$ cat config.mk
export PLATFORM = sky130hd
export DESIGN_NAME = taillight_monitor
export DESIGN_NICKNAME = d
export VERILOG_FILES = /design/src/rtl/taillight_monitor.sv
export SDC_FILE = /design/constraint.sdc
export NUM_CORES = 1
export LEC_CHECK = 0
export BUFFER_PORTS_ARGS = -buffer_cell sky130_fd_sc_hd__buf_2
export CAP_MARGIN = 20
export CORE_MARGIN = 1
export CORE_UTILIZATION = 25
export CTS_BUF_LIST = sky130_fd_sc_hd__clkbuf_8
export CTS_CLUSTER_SIZE = 25
export DETAILED_ROUTE_END_ITERATION = 8
export PLACE_DENSITY_LB_ADDON = 0.08
export SLEW_MARGIN = 15
export SYNTH_ARGS = -nofsm -noshare
export SYNTH_HDL_FRONTEND = slang
export SYNTH_SLANG_ARGS = --single-unit
$ cat constraint.sdc
create_clock -name clk -period 2.1 [get_ports clk]
set_input_delay 0.105 -clock clk [delete_from_list [all_inputs] [get_ports clk]]
set_output_delay 0.105 -clock clk [all_outputs]
set_load 0.05 [all_outputs]
$ cat src/rtl/taillight_monitor.sv
// Receive-side checker for the six tail-light lamp lines: follows the legal left/right
// sweep sequences, counts completed sweeps per side and flags illegal patterns.
module taillight_monitor #(
   parameter int CNT_W = 8
) (
   input  logic             clk,
   input  logic             reset,
   input  logic             la,
   input  logic             lb,
   input  logic             lc,
   input  logic             ra,
   input  logic             rb,
   input  logic             rc,
   input  logic             clr_err,
   input  logic             clr_cnt,
   output logic             left_active,
   output logic             right_active,
   output logic             left_done,
   output logic             right_done,
   output logic [CNT_W-1:0] left_count,
   output logic [CNT_W-1:0] right_count,
   output logic             err,
   output logic             err_pulse
);

   typedef enum logic [3:0] {
      IDLE = 4'd0,
      L1   = 4'd1,
      L2   = 4'd2,
      L3   = 4'd3,
      R1   = 4'd4,
      R2   = 4'd5,
      R3   = 4'd6,
      ERR  = 4'd7,
      SYNC = 4'd8
   } state_t;

   localparam logic [5:0] P_OFF = 6'b000000;
   localparam logic [5:0] P_L1  = 6'b100000;
   localparam logic [5:0] P_L2  = 6'b110000;
   localparam logic [5:0] P_L3  = 6'b111000;
   localparam logic [5:0] P_R1  = 6'b000100;
   localparam logic [5:0] P_R2  = 6'b000110;
   localparam logic [5:0] P_R3  = 6'b000111;

   state_t           state_q, state_d;
   logic [CNT_W-1:0] left_cnt_q, left_cnt_d;
   logic [CNT_W-1:0] right_cnt_q, right_cnt_d;
   logic             left_done_q, left_done_d;
   logic             right_done_q, right_done_d;
   logic             err_pulse_q, err_pulse_d;
   logic [5:0]       p;

   assign p = {la, lb, lc, ra, rb, rc};

   always_ff @(posedge clk or posedge reset) begin
      if (reset) begin
         state_q      <= IDLE;
         left_cnt_q   <= '0;
         right_cnt_q  <= '0;
         left_done_q  <= 1'b0;
         right_done_q <= 1'b0;
         err_pulse_q  <= 1'b0;
      end else begin
         state_q      <= state_d;
         left_cnt_q   <= left_cnt_d;
         right_cnt_q  <= right_cnt_d;
         left_done_q  <= left_done_d;
         right_done_q <= right_done_d;
         err_pulse_q  <= err_pulse_d;
      end
   end

   always_comb begin
      state_d      = state_q;
      left_done_d  = 1'b0;
      right_done_d = 1'b0;
      case (state_q)
         IDLE: begin
            if (p == P_OFF)     state_d = IDLE;
            else if (p == P_L1) state_d = L1;
            else if (p == P_R1) state_d = R1;
            else                state_d = ERR;
         end
         L1:   state_d = (p == P_L2) ? L2 : ERR;
         L2:   state_d = (p == P_L3) ? L3 : ERR;
         L3: begin
            // A new sweep must be preceded by an all-off cycle, so L3 only accepts 000000.
            if (p == P_OFF) begin
               state_d     = IDLE;
               left_done_d = 1'b1;
            end else begin
               state_d = ERR;
            end
         end
         R1:   state_d = (p == P_R2) ? R2 : ERR;
         R2:   state_d = (p == P_R3) ? R3 : ERR;
         R3: begin
            if (p == P_OFF) begin
               state_d      = IDLE;
               right_done_d = 1'b1;
            end else begin
               state_d = ERR;
            end
         end
         ERR:  state_d = clr_err ? SYNC : ERR;
         SYNC: state_d = (p == P_OFF) ? IDLE : SYNC;
         default: state_d = ERR;
      endcase
   end

   // Clear has priority over a simultaneous completion; the done pulse is unaffected.
   always_comb begin
      left_cnt_d  = left_cnt_q;
      right_cnt_d = right_cnt_q;
      err_pulse_d = (state_d == ERR) && (state_q != ERR);
      if (clr_cnt) begin
         left_cnt_d  = '0;
         right_cnt_d = '0;
      end else begin
         if (left_done_d)  left_cnt_d  = left_cnt_q + 1'b1;
         if (right_done_d) right_cnt_d = right_cnt_q + 1'b1;
      end
   end

   assign left_active  = (state_q == L1) || (state_q == L2) || (state_q == L3);
   assign right_active = (state_q == R1) || (state_q == R2) || (state_q == R3);
   assign err          = (state_q == ERR);
   assign left_done    = left_done_q;
   assign right_done   = right_done_q;
   assign err_pulse    = err_pulse_q;
   assign left_count   = left_cnt_q;
   assign right_count  = right_cnt_q;

endmodule

# Yosys cells after proc, flatten, opt, wreduce, memory -nomap -nowiden
# Cells that the tools add are included.
[totals] register_bits=23 inputBits=10 out_inout_bits=22
[op_classes] addsub=2 eq_ne=16 n_mux=18 n_reduce_logical=10
[ops] cell="$mux W8" n=4
[ops] cell="$pmux W4 S8" n=1
[ops] cell="$eq A4 B3 Y1 const B" n=5
[ops] cell="$eq A6 B3 Y1 const B" n=3
[ops] cell="$eq A6 B6 Y1 const B" n=3
[ops] cell="$add A8 B1 Y8 const B" n=2
[ops] cell="$mux W3" n=5
[ops] cell="$eq A4 B2 Y1 const B" n=2
[ops] cell="$mux W4" n=2
[ops] cell="$logic_not A6 Y1" n=1
[ops] cell="$eq A4 B1 Y1 const B" n=1
[ops] cell="$eq A4 B4 Y1 const B" n=1
[ops] cell="$logic_not A4 Y1" n=1
[ops] cell="$logic_or A1 B1 Y1" n=4
[ops] cell="$mux W1" n=4
[ops] cell="$mux W2" n=2
[ops] cell="$ne A4 B3 Y1 const B" n=1
[ops] cell="$reduce_bool A2 Y1" n=2
[ops] cell="$reduce_or A2 Y1" n=1
[ops] cell="$logic_and A1 B1 Y1" n=1

# Logic depth before layout (Yosys ltp)
[logic_depth] ltp_word=7 ltp_mapped=6 depth_no_buf=5

# Least setup slack after synthesis
# Ideal clock, no wire load.
[synth_timing] path_type="register to register" start="reg state_q[3]" end="reg err_pulse_q, in the netlist err_pulse" setup_time_ps=121 arrival_ps=1920 required_time_ps=1979 setup_slack_ps=59 path_stages_with_launch=7 path_cell_list="dfrtp_1 -> clkbuf_1 -> nand2b_1 -> nor2_1 -> a32o_1 -> nor2_1 -> and4b_1"
[synth_via] word_cells_on_any_way=14 cone_classes="eq/ne: 10; mux: 1; reduce/logical: 3"
[synth_lines] item="start, declared" line="46" text="state_t state_q, state_d;"
[synth_lines] item="start signal, assigned" line="65" text="state_q <= state_d;"
[synth_lines] item="$eq A4 B3 Y1"
[synth_lines] item="named net err" line="22" text="output logic err,"
[synth_lines] item="$pmux W4 S8" line="78" text="case (state_q)"
[synth_lines] item="named net state_d[3]" line="46"
[synth_lines] item="$eq A4 B3 Y1" line="116" text="err_pulse_d = (state_d == ERR) && (state_q != ERR);"
[synth_lines] item="$logic_and A1 B1 Y1" line="116"
[synth_lines] item="named net err_pulse_d" line="51" text="logic err_pulse_q, err_pulse_d;"
[synth_lines] item="end signal, assigned" line="70" text="err_pulse_q <= err_pulse_d;"
[synth_lines] item="end, declared" line="51"
# The timed path passes the listed nets, and every way through them passes these cells.
# A chain may end at the register's enable or synchronous reset.

# Worst setup path in the final report
[layout_timing] start="reg state_q[0]" end="reg right_cnt_q[7], in the netlist right_count[7]"
[layout_via] elab_chain_cells=3
[layout_lines] item="$eq A4 B3 Y1" line="78"
[layout_lines] item="$mux W1" line="78"
[layout_lines] item="$reduce_bool A2 Y1 (no line)"
[layout_lines] item="end signal, assigned" line="67" text="right_cnt_q <= right_cnt_d;"
[layout_lines] item="end, declared" line="48" text="logic [CNT_W-1:0] right_cnt_q, right_cnt_d;"
# Every way passes these cells.

==> flow_summary.yaml <==
sta:
  max_freq_ghz: 0.556
  fin_hold_ws_ps: 132
  setup_slack_ps: 301
  finalHoldViolations: 0
  clock_skew_ps: 1.43
  finalSetupViolCount: 0
  slew_viol_final: 0
  setup_tns_ps: 0
  slew_headroom: 0.756
  rsz0062_at_grt: "no"
  post-route-min-period_ps: 1800
  worst_pin_slew_ps: 357
  fin_crit_sh: 0.857
run_status:
  status: "completed"
logic_synthesis:
  yosys_most_used_dff: "dfrtp_1"
  yosysTopAreaCellShare: 0.443
  netlist_top_cells_count: "dfrtp_1, nor2_1, nand2_1, nor3_1"
  yosysSeqAreaShare: 0.443
  syn-instance-count: 142
  netlist_area_sq_mm: 0.00130
  syn_avg_cell_area_sq_um: 9.15
  yosysTopAreaCell: "dfrtp_1"
  synth_edf_count: 0
  ys_ff_latch: 23
  syn_nets: 154
  async_flop_share: 1.00
  yosysWarnings: 0
  yosysMostFrequentCell: "dfrtp_1"
  synthTopCellsByArea: "dfrtp_1, nor2_1, xnor2_1, xor2_1, nand4_1"
  ys_types: 35
pwr:
  sequentialPowerShare: 0.326
  p_int_mw: 0.899
  switchingPower_mw: 0.657
  ir_drop_mv: 0.285
  leakagePower_nw: 0.756
  finalPower_mw: 1.56
  p_comb_frac: 0.500
  power_frac_clock: 0.174
  swShare: 0.422
  p_per_area_mw_per_mm2: 958
critical_path:
  crit_type: "register to register"
  critical_path_peak_fanout: 4
  slowest_delay_ps: 390
  endpoint_kind: "register"
  critPathSlowestCell: "dfrtp_1"
  cp.required_ps: 2240
  setup.worst_path.start_class: "register"
  arrival_ps: 1940
  path_cells: "nor4bb_1 > buf_4 > nand4_1 > nor4_1 > xnor2_1 > nor2_1"
placement:
  gp_congestion: 0.788
  port_buffers: 31
  placed_cell_area_sq_mm: 0.00157
  dp_slack_ps: 285
  dp_hpwl_um: 2150
route:
  routed_wl_um: 2930
  vias: 1178
  dr.first_iter.drc_count: 22
  drt.antenna.violating_nets: 0
  routedWlPerCell_um: 11.9
  drt_pass1_iterations: 4
  drc: 0
  via_per_inst: 4.79
cts:
  ctsResizeCount: 0
  cts_tree: "built"
  cts_max_level: 1
  root_buffer: "clkbuf_8"
  numCtsBuffers: 3
  cts_sinks: 23
  clk_pin_slew_ps: 80
  post_cts_buffers: 0
  ctsHoldBuffers: 1
  cts_buffer_depth: 2
  clk_latency_ps: 260
floorplan:
  coreArea_sq_mm: 0.00485
  dieArea_sq_mm: 0.00549
  die_w_um: 74.1
  num_rows: 25
  die_h_um: 74.1
  start_util: 0.268
  boundaryPins: 32
global_routing:
  grt_max_degree: 24
  gr-total-overflow: 0
  grt_pass1_vias: 1100
  grt_pass1_wl_um: 5110
  track_usage: 0.120
  antenna_found_initial: 0
final_layout:
  drive_gt1_frac: 0.257
  area_delta_synth_final_pct: 25.0
  num_antenna_cells: 0
  fin_area_sq_mm: 0.00162
  nNetsFinal: 192
job:
  maxCapViolCount: 0
hold_path:
  holdCritPathClass: "input pin to register"
worst max-delay path, delay by kind of cell, from the launching register on:
| kind | cells | cell delay [ps] |
|---|---|---|
| flip-flops | 1 | 390 |
| XOR/XNOR | 1 | 160 |
| AND/OR/NAND/NOR | 4 | 960 |
| buffers and inverters | 1 | 180 |
layout by cell type, fill, tap and decap left out, types with 4 or more instances in the layout:
master / instances
or3_1: 4
nand2_1: 11
buf_4: 9
nand3_1: 4
nor3_1: 8
buf_2: 31
o21ai_0: 4
nand4_1: 7
nor2_1: 22
a21oi_1: 6
xor2_1: 7
xnor2_1: 7
dfrtp_1: 23
flip-flops by register name (all words and copies together), names as in the netlist:
signal / cells
err_pulse: 1
right_done: 1
left_done: 1
left_count: 8
right_count: 8
state_q: 4
layer usage:
metal | global-route usage | share of wire | vias to the layer above
met2 | 0.191 | 0.46 | 35
met5 | 0 | 0 | -
li1 | - | - | 583
met1 | 0.165 | 0.48 | 558
met3 | 0.0285 | 0.050 | 2
met4 | 0.0278 | 0.0058 | 0
logic make-up (layout without fill, tap and decap cells):
family / count (synthesis) / after routing / share of synthesized area
muxes: 2 / 2 / 0.0154
DFF: 23 / 23 / 0.443
adders and majority gates: 2 / 2 / 0.0193
and+or+nand+nor: 70 / 70 / 0.285
buffers and inverters: 11 / 48 / 0.0376
xor gates and xnor gates: 14 / 14 / 0.0944
AOI/OAI and AO/OA: 20 / 20 / 0.105
layout make-up:
| class | count | area (sq um) |
|---|---|---|
| multi-input cells | 108 | 674 |
| inverters | 3 | 11.3 |
| clock inverters | 1 | 5.00 |
| repair buffers | 41 | 233 |
| fillers | 535 | 3220 |
| clock buffers | 3 | 41.3 |
| well taps | 67 | 83.8 |
| flip-flops and latches | 23 | 576 |
worst paths after layout:
path                       slack (ps)                  startpoint  cells past startpoint                         end
setup / recovery                  300        state_q[0]$_DFF_PP0_                      6  right_count[7]$_DFFE_PP0P_
hold / removal                    130                     clr_err                      2        state_q[3]$_DFF_PP0_
setup reg to reg                  300        state_q[0]$_DFF_PP0_                      6  right_count[7]$_DFFE_PP0P_
hold reg to reg                   550  right_count[7]$_DFFE_PP0P_                      2  right_count[7]$_DFFE_PP0P_
max in group asynchronous        1440                       reset                      4   left_count[4]$_DFFE_PP0P_
min in group asynchronous         430                       reset                      4   left_count[7]$_DFFE_PP0P_
metrics by stage:
| stage | std cells | util |
|---|---|---|
| final | 246 | 0.335 |
| after global routing | 246 | 0.335 |
| after CTS | 246 | 0.335 |
| after detailed placement | 241 | 0.323 |
| after global placement | 241 | 0.323 |
| after floorplan | 142 | - |
power groups by stage:
stage	combinational (mW)	clock, mW	sequential [mW]
CTS	0.781	0.288	0.508
floorplan	0.530	0	0.559
finish	0.777	0.271	0.508
global placement	0.787	0	0.517
detailed placement	0.775	0	0.516
global route	0.863	0.304	0.512
Power figures use the tool's default switching activity.
